**src/rtl/request_encoder_pkg.sv**
```systemverilog
// Purpose: shared constants and state type for the round-robin request encoder.
// Latency: n/a (types and constants only).
// Backpressure: n/a.
package request_encoder_pkg;

   localparam int N_DEFAULT  = 8;
   localparam int AW_DEFAULT = $clog2(N_DEFAULT);

   // Output register occupancy.
   typedef enum logic {
      EMPTY = 1'b0,
      FULL  = 1'b1
   } state_t;

endpackage

```
**src/rtl/request_encoder_rr_pick.sv**
```systemverilog
// Purpose: combinational round-robin first-one finder, searching from start upward with wrap.
// Latency: combinational, zero cycles.
// Backpressure: none, pure function of its inputs.
// Ports: vec (N requests), start (AW search origin, must be < N) -> idx (AW), found.
module rr_pick #(
   parameter int N  = 8,
   parameter int AW = $clog2(N)
) (
   input  logic [N-1:0]  vec,
   input  logic [AW-1:0] start,
   output logic [AW-1:0] idx,
   output logic          found
);

   logic [N-1:0] rot;
   logic [AW:0]  sum;

   always_comb begin
      // Rotate so bit 0 of rot corresponds to position start; the first set
      // bit of rot is then the round-robin winner at offset k from start.
      rot   = N'({vec, vec} >> start);
      idx   = '0;
      found = 1'b0;
      sum   = '0;
      for (int k = 0; k < N; k++) begin
         if (!found && rot[k]) begin
            found = 1'b1;
            sum   = {1'b0, start} + (AW+1)'(k);
            // start < N and k < N, so one subtraction is enough to wrap.
            if (sum >= (AW+1)'(N)) begin
               sum = sum - (AW+1)'(N);
            end
            idx = sum[AW-1:0];
         end
      end
   end

endmodule

```
**src/rtl/request_encoder.sv**
```systemverilog
// Purpose: latch sticky request events and emit them one at a time as binary addresses, round-robin.
// Latency: 2 edges from req to out_valid; one address per cycle sustained while out_ready is high.
// Backpressure: out_valid/out_addr hold while out_ready is low; new requests keep merging into pending.
// Ports: clk, rst (async, active-high), req[N] in; out_addr[AW], out_valid out; out_ready in;
//        pending[N], busy out.
module request_encoder
   import request_encoder_pkg::*;
#(
   parameter int N  = N_DEFAULT,
   parameter int AW = $clog2(N)
) (
   input  logic          clk,
   input  logic          rst,
   input  logic [N-1:0]  req,
   output logic [AW-1:0] out_addr,
   output logic          out_valid,
   input  logic          out_ready,
   output logic [N-1:0]  pending,
   output logic          busy
);

   state_t        state_q,    state_d;
   logic [N-1:0]  pending_q,  pending_d;
   logic [AW-1:0] ptr_q,      ptr_d;
   logic [AW-1:0] out_addr_q, out_addr_d;

   logic [AW-1:0] pick_idx;
   logic          pick_found;
   logic          load;
   logic [N-1:0]  load_mask;

   // Selection sees only registered pending; same-cycle req waits one edge.
   rr_pick #(
      .N  (N),
      .AW (AW)
   ) u_rr_pick (
      .vec   (pending_q),
      .start (ptr_q),
      .idx   (pick_idx),
      .found (pick_found)
   );

   always_comb begin
      state_d    = state_q;
      ptr_d      = ptr_q;
      out_addr_d = out_addr_q;
      load       = 1'b0;
      load_mask  = '0;

      case (state_q)
         EMPTY: begin
            if (pick_found) begin
               load    = 1'b1;
               state_d = FULL;
            end
         end
         FULL: begin
            // Handshake completes this edge; refill in the same edge if possible.
            if (out_ready) begin
               if (pick_found) begin
                  load = 1'b1;
               end else begin
                  state_d = EMPTY;
               end
            end
         end
         default: state_d = EMPTY;
      endcase

      if (load) begin
         out_addr_d = pick_idx;
         load_mask  = N'(1) << pick_idx;
         ptr_d      = (pick_idx == AW'(N-1)) ? '0 : pick_idx + 1'b1;
      end

      // req is OR'd after the clear so a collision on the loaded bit re-arms it.
      pending_d = (pending_q & ~load_mask) | req;
   end

   always_ff @(posedge clk or posedge rst) begin
      if (rst) begin
         state_q    <= EMPTY;
         pending_q  <= '0;
         ptr_q      <= '0;
         out_addr_q <= '0;
      end else begin
         state_q    <= state_d;
         pending_q  <= pending_d;
         ptr_q      <= ptr_d;
         out_addr_q <= out_addr_d;
      end
   end

   assign out_valid = (state_q == FULL);
   assign out_addr  = out_addr_q;
   assign pending   = pending_q;
   assign busy      = (|pending_q) | out_valid;

endmodule

```
**config.mk**
```make
export PLATFORM = sky130hd
export DESIGN_NAME = request_encoder
export DESIGN_NICKNAME = d
export VERILOG_FILES = /design/src/rtl/request_encoder_pkg.sv /design/src/rtl/request_encoder_rr_pick.sv /design/src/rtl/request_encoder.sv
export SDC_FILE = /design/constraint.sdc
export NUM_CORES = 1
export LEC_CHECK = 0
export CAP_MARGIN = 10
export CORE_MARGIN = 1
export CORE_UTILIZATION = 54
export CTS_CLUSTER_SIZE = 12
export DETAILED_ROUTE_END_ITERATION = 10
export GPL_TIMING_DRIVEN = 0
export HOLD_SLACK_MARGIN = 0.15
export PLACE_DENSITY = 0.8
export SLEW_MARGIN = 20
export SYNTH_ARGS = -nofsm -noshare
export SYNTH_HDL_FRONTEND = slang
export SYNTH_HIERARCHICAL = 1
export SYNTH_SLANG_ARGS = --single-unit
```
**constraint.sdc**
```tcl
create_clock -name clk -period 3.7 [get_ports clk]
set_input_delay 0.74 -clock clk [delete_from_list [all_inputs] [get_ports clk]]
set_output_delay 0.74 -clock clk [all_outputs]
set_load 0.02 [all_outputs]
```
======== Word-level counts from Yosys, hierarchy flattened ========
Cells that the tools add are included.
storage, ports and cells
  register bits after elaboration ......... 15
  bits of input ports ..................... 11
  output and inout port bits .............. 13
  logic and storage cells ................. 82
cells by class
  add/subtract/negate cells ............... 16
  order comparisons ....................... 8
  equal/unequal tests ..................... 1
  shift-type cells ........................ 2
  muxes and demuxes ....................... 31
  bitwise gates (word level) .............. 5
  reductions and logical operators ........ 15
operators by type and width
  operator             count
  $mux 3               17
  $ge 4x4->1 const B   7
  $sub 3x1->3 const B  8
  $add 3x3->4 const B  4
  $shr 16x3->8         1
  $mux 1               11
  $add 3x2->4 const B  2
  $and 8x8->8          1
  $mux 8               1
  $not 8->8            1
  $or 8x8->8           1
  $reduce_or 8->1      1
  $shl 1x3->8 const A  1
  $logic_and 1x1->1    7
  $logic_not 1->1      7
  $add 3x1->4 const B  1
  $ge 3x4->1 const B   1
  $pmux 1 s2           2
  $add 3x1->3 const B  1
  $eq 3x3->1 const B   1
  $not 1->1            1
  $or 1x1->1           1

======== Longest topological paths before layout ========
Gate-level depths: netlist (run 1).
  depth after elaboration ................. 30
  mapped depth ............................ 13
  mapped depth without buffers ............ 10

======== By module ========
Netlist (run 1), hierarchy kept.
modules (own cells, without submodules)
  module           times used  cells an instance  area an instance (um^2)  seq. area each (um^2)
  rr_pick          1           105                862.1                    0.0
  request_encoder  1           60                 705.7                    375.4

======== Least setup slack after synthesis (run 1) ========
OpenSTA, ideal clock, no wires.
  kind .................................... register to register
  start point ............................. reg ptr_q[0]
  end point ............................... reg ptr_q[0]
  library setup time ...................... 0.125 ns
  data arrival time ....................... 2.835 ns
  data required time ...................... 3.575 ns
  slack ................................... 0.740 ns
  cell stages (with the launch flop) ...... 11
  clock period less this slack ............ 2.960 ns
  cells stage by stage .................... dfrtp_1 > buf_6 > mux4_1 > mux2_2 > nor4_4 > o21ai_1 > a31oi_1 > ha_1 > ha_1 > nor2_1 > mux2_2
RTL lines
  element                                    line                           RTL
  from (decl)                                request_encoder.sv:24          logic [AW-1:0] ptr_q, ptr_d;
  from (signal assigned)                     request_encoder.sv:89          ptr_q <= ptr_d;
  $shr 16x3->8                               request_encoder_rr_pick.sv:21  rot = N'({vec, vec} >> start);
  $mux 1                                     request_encoder_rr_pick.sv:26  if (!found && rot[k]) begin
  $logic_not 1->1                            request_encoder_rr_pick.sv:26
  $logic_and 1x1->1                          request_encoder_rr_pick.sv:26
  $mux 1                                     request_encoder_rr_pick.sv:26
  $logic_not 1->1                            request_encoder_rr_pick.sv:26
  $logic_and 1x1->1                          request_encoder_rr_pick.sv:26
  $mux 1                                     request_encoder_rr_pick.sv:26
  [... 10 more ...]                          --
  $logic_and 1x1->1                          request_encoder_rr_pick.sv:26
  $mux 1                                     request_encoder_rr_pick.sv:26
  $logic_not 1->1                            request_encoder_rr_pick.sv:26
  $logic_and 1x1->1                          request_encoder_rr_pick.sv:26
  $mux 3 *                                   request_encoder_rr_pick.sv:26
  via pick_idx[0]                            request_encoder.sv:27          logic [AW-1:0] pick_idx;
  $add 3x1->3 or $eq 3x3->1 (tied branches)  request_encoder.sv:73          ptr_d = (pick_idx == AW'(N-1)) ? '0 : pick_idx + 1'b1;
  $mux 3 *                                   request_encoder.sv:73
The timed path passes the listed nets; every way through them passes the cells marked *.
A chain may end at the register's enable or synchronous reset.

======== Worst setup path after layout (run 1) ========
  start point ............................. reg ptr_q[1]
  end point ............................... reg ptr_q[0]
RTL lines
  element            line
  $shr 16x3->8       request_encoder_rr_pick.sv:21
  $mux 1             request_encoder_rr_pick.sv:26
  $logic_not 1->1    request_encoder_rr_pick.sv:26
  $logic_and 1x1->1  request_encoder_rr_pick.sv:26
  $mux 1             request_encoder_rr_pick.sv:26
  $logic_not 1->1    request_encoder_rr_pick.sv:26
  $logic_and 1x1->1  request_encoder_rr_pick.sv:26
  $mux 1             request_encoder_rr_pick.sv:26
  [... 10 more ...]  --
  $logic_and 1x1->1  request_encoder_rr_pick.sv:26
  $mux 1             request_encoder_rr_pick.sv:26
  $logic_not 1->1    request_encoder_rr_pick.sv:26
  $logic_and 1x1->1  request_encoder_rr_pick.sv:26
  $mux 3 *           request_encoder_rr_pick.sv:26
  via pick_idx[1]    request_encoder.sv:27
  $eq 3x3->1 *       request_encoder.sv:73
  $mux 3 *           request_encoder.sv:73
Marked as above.

==> impl_results.md, run 1 <==
- Net Switching: 0.0007549 W
- Clock root cell: sky130_fd_sc_hd__clkbuf_4
- Nets: 212
- Height of the die: 55.88 µm
- Global-route track usage on met1: 35.30%
- Reg-to-Reg Start: ptr_q[1]
- Leak pwr: 0.7389 nW
- DRC violation total after the first TritonRoute iteration: 155
- Clock-pin slew on the worst setup and hold paths: 0.09 ns
- Area occupied by registers: 375.4 µm²
- Clock tree from TritonCTS: built
- Endpoint type of the worst setup path: register
- Sequential area share after synthesis: 23.94%
- Flop2flop setup slack: 0.36 ns
- Share of final-layout standard cells stronger than drive strength 1: 15.63%
- Full die area: 3123 µm²
- Gp weighted congestion: 0.9173
- Routing usage on met2: 49.23%
- Peak ir drop on the vdd network: 0.5791 mV
- Distinct cell type count of the synthesized netlist: 48
- Critical Path Start Type: register
- Placed cell area: 1837 µm²
- Count of port buffers added during placement: 23
- N_diodes: 0
- # rows: 19
- Initial standard-cell utilization of the core: 56.85%
- Source-to-sink clock delay at the later pin of the worst-skew pair: 0.29 ns
- Internal Power: 0.0007544 W
- Fill cell count: 235
- Setup repair after global routing missed its margin: no
- Per-cell routed wire length: 17.78 µm
- Number of buffers added for setup after CTS: 0
- Detailed-routing iteration count for the pre-antenna-repair pass: 4
- Max-slew headroom at the worst pin: 60.50%
- Worst reg2reg endpoint: ptr_q[0]
- Class of the tightest hold or removal check: register to register
- Post-route standard cell area excluding fillers: 1871 µm²
- Global route total overflow: 0
- Final setup margin: 0.3563 ns
- Post-synthesis instance area: 1568 µm²
- Global-route met3 utilization: 4.651%
- Critical Path Start: ptr_q[1]
- Remaining antenna violation count: 0
- Net Count, Synth: 184
- Run status: completed
- Initial antenna violation count: 0
- Maximum number of pins on one net before global-route repair: 16
- Vias per cell: 6.502
- Vias in the first global route: 1,454
- Final Max Slew Viols: 0
- Number of endpoints failing setup at the final stage: 0
- CTS buffer count: 3
- Post-Synthesis Mean Instance Area: 9.502 µm²
- Slew at the pin closest to its max-slew limit: 0.5924 ns
- Yosys reg bits: 15
- Path type of the worst setup path: register to register
- Post-synth EDFFs: 0
- Clock tree skew after final layout: 0.0004531 ns
- Final worst hold slack: 0.4894 ns
- CP Data Required Time: 3.88 ns
- Highest net fanout along the worst path: 10
- Detailed placement HPWL: 3.079 mm
- X dimension of the die: 55.88 µm
- Final core utilization: 67.83%
- Area of combinational cells with multiple inputs: 1115 µm²
- Vias after detailed routing: 1,450
- H-tree depth: 1
- Minimum clock period after layout: 3.344 ns
- Part of the cycle the worst path needs: 90.37%
- Critical path capture point: ptr_q[0]
- Number of clock sinks seen by CTS: 15
- Worst setup slack after placement: 0.2267 ns
- Yosys warning total: 6
- Final total negative setup slack: 0 ns
- Switching Fraction: 50.02%
- Main synth FF type: sky130_fd_sc_hd__dfrtp_1
- Global-route wire length before repair: 6.865 mm
- Register share of total power: 21.8%
- Drt total wl: 3.965 mm
- Number of max-capacitance violations reported: 0
- Most used routing layer in global routing: met2
- R2R cell count: 12
- Total routing resource utilization after global routing: 27.71%
- Hold bufs inserted after CTS: 0
- Combinational fraction of design power: 71.9%
- Endpoints failing hold: 0
- Gate count after technology mapping: 165
- Portion of total power attributed to the clock network: 6.3%
- Buffer levels on the longest clock path: 2
- Synthesis-to-layout area growth: 19.31%
- CP Data Arrival Time: 3.52 ns
- Total DRC errors in the routed layout: 0
- Cell area power density: 806.9 nW/µm²
- Async S/R FF share, synth: 100.0%
- Placeable core region: 2758 µm²
- Highest attainable clock frequency: 0.2991 GHz
- Boundary Pins: 24
==> registers in the layout, indices dropped and copies added, names as in the netlist <==
register	cells
out_addr	3
out_valid	1
ptr_q	3
pending	8
==> layout make-up <==
cell class | count | area share (%)
buffer | 7 | 2.542
inverter | 10 | 2.007
clock buffer | 4 | 1.405
timing repair buffer | 23 | 12.31
sequential | 15 | 20.07
multi-input combinational | 133 | 59.60
tap | 31 | 2.074
==> power groups by stage <==
stage	Sequential [W]	Clock, W	Combinational, W
after CTS	0.000327	0.0000974	0.00107
after floorplan	0.000348	0	0.000743
after global routing	0.000342	0.000103	0.00119
final	0.000329	0.0000946	0.00109
after detailed placement	0.000329	0	0.00106
after global placement	0.000323	0	0.00103
==> synthesized netlist by cell type (2+ instances only) <==
| cell | instances | share of area [%] |
|---|---|---|
| sky130_fd_sc_hd__o32a_1 | 3 | 1.9 |
| sky130_fd_sc_hd__a31oi_1 | 6 | 2.4 |
| sky130_fd_sc_hd__and2_1 | 2 | 0.80 |
| sky130_fd_sc_hd__nand3_1 | 8 | 2.6 |
| sky130_fd_sc_hd__nor2_1 | 13 | 3.1 |
| sky130_fd_sc_hd__buf_1 | 2 | 0.48 |
| sky130_fd_sc_hd__nor3_1 | 4 | 1.3 |
| sky130_fd_sc_hd__mux4_2 | 4 | 5.7 |
| sky130_fd_sc_hd__nor4_1 | 3 | 1.2 |
| sky130_fd_sc_hd__a211oi_1 | 2 | 0.96 |
| sky130_fd_sc_hd__mux4_1 | 4 | 6.7 |
| sky130_fd_sc_hd__mux2i_1 | 9 | 5.7 |
| sky130_fd_sc_hd__o21ai_0 | 4 | 1.3 |
| sky130_fd_sc_hd__inv_1 | 10 | 2.4 |
| sky130_fd_sc_hd__nand2b_1 | 5 | 2.0 |
| sky130_fd_sc_hd__a21o_1 | 3 | 1.4 |
| sky130_fd_sc_hd__a21oi_1 | 4 | 1.3 |
| sky130_fd_sc_hd__mux2_2 | 10 | 7.2 |
| sky130_fd_sc_hd__or4_1 | 2 | 0.96 |
| sky130_fd_sc_hd__nand4_1 | 3 | 1.2 |
| sky130_fd_sc_hd__ha_1 | 8 | 6.4 |
| sky130_fd_sc_hd__dfrtp_1 | 15 | 24 |
| sky130_fd_sc_hd__nand2_1 | 15 | 3.6 |
| sky130_fd_sc_hd__buf_6 | 2 | 1.4 |
==> worst max-delay path, stage by stage (launching register included) <==
cell	delay, ns
sky130_fd_sc_hd__dfrtp_1	0.38
sky130_fd_sc_hd__buf_4	0.18
sky130_fd_sc_hd__buf_2	0.25
sky130_fd_sc_hd__mux4_1	0.40
sky130_fd_sc_hd__mux2i_1	0.38
sky130_fd_sc_hd__a21oi_1	0.12
sky130_fd_sc_hd__nor4_1	0.28
sky130_fd_sc_hd__a211oi_1	0.12
sky130_fd_sc_hd__o2bb2ai_1	0.36
sky130_fd_sc_hd__ha_1	0.26
sky130_fd_sc_hd__ha_1	0.19
sky130_fd_sc_hd__nor2_1	0.05
sky130_fd_sc_hd__mux2_2	0.27
==> metal layers <==
layer | part of all wire (%) | vias up | routed length [µm]
li1 | - | 684 | -
met1 | 43 | 699 | 1695
met2 | 50 | 62 | 1984
met3 | 6.2 | 5 | 245
met4 | 1.0 | 0 | 40
met5 | 0 | - | 0
==> repair_timing <==
| action | CTS | global route |
|---|---|---|
| hold endpoints to repair | 0 | 0 |
| resized for setup | 0 | 2 |
| endpoints found under the setup margin | 0 | 2 |
==> worst min path at each step <==
stage / cells past startpoint / start / slack [ns] / end
global route: 1 / out_addr[2] / 0.50 / out_addr[2]
detailed placement: 1 / out_addr[2] / 0.47 / out_addr[2]
floorplan: 1 / ptr_q[1] / 0.51 / ptr_q[1]
global placement: 1 / out_addr[2] / 0.46 / out_addr[2]
finish: 1 / out_addr[2] / 0.49 / out_addr[2]
CTS: 1 / out_addr[2] / 0.49 / out_addr[2]
==> cell families (layout without fill, tap and decap cells) <==
group | after synthesis | count (layout) | synth area share [%]
simple gates | 63 | 63 | 22.11
mux | 28 | 28 | 26.34
fa+ha+maj | 8 | 8 | 6.385
buf+inv | 17 | 44 | 5.347
xor+xnor | 1 | 1 | 0.5588
flops | 15 | 15 | 23.94
compound gates | 33 | 33 | 15.32
==> per-stage QoR <==
stage,power (W),instances
after floorplan,0.001091,165
after global placement,0.001356,219
after detailed placement,0.001394,219
after CTS,0.001495,223
after global routing,0.001633,223
final,0.001509,223
==> placed cells by master, fill, tap and decap left out, types with 5 or more instances in the layout <==
cell	instances
sky130_fd_sc_hd__inv_1	10
sky130_fd_sc_hd__nand2b_1	5
sky130_fd_sc_hd__nand3_1	8
sky130_fd_sc_hd__ha_1	8
sky130_fd_sc_hd__clkdlybuf4s50_1	23
sky130_fd_sc_hd__nor2_1	13
sky130_fd_sc_hd__a31oi_1	5
sky130_fd_sc_hd__mux2_2	10
sky130_fd_sc_hd__dfrtp_1	15
sky130_fd_sc_hd__nand2_1	15
sky130_fd_sc_hd__mux2i_1	9
No activity file was read; power rests on OpenSTA's default activity.
==> run 2: changes to the inputs <==
SLEW_MARGIN = unset   (was 20)
==> results of run 2 <==
Same layout as run 1: the final DEF is identical, and so are final timing and power.
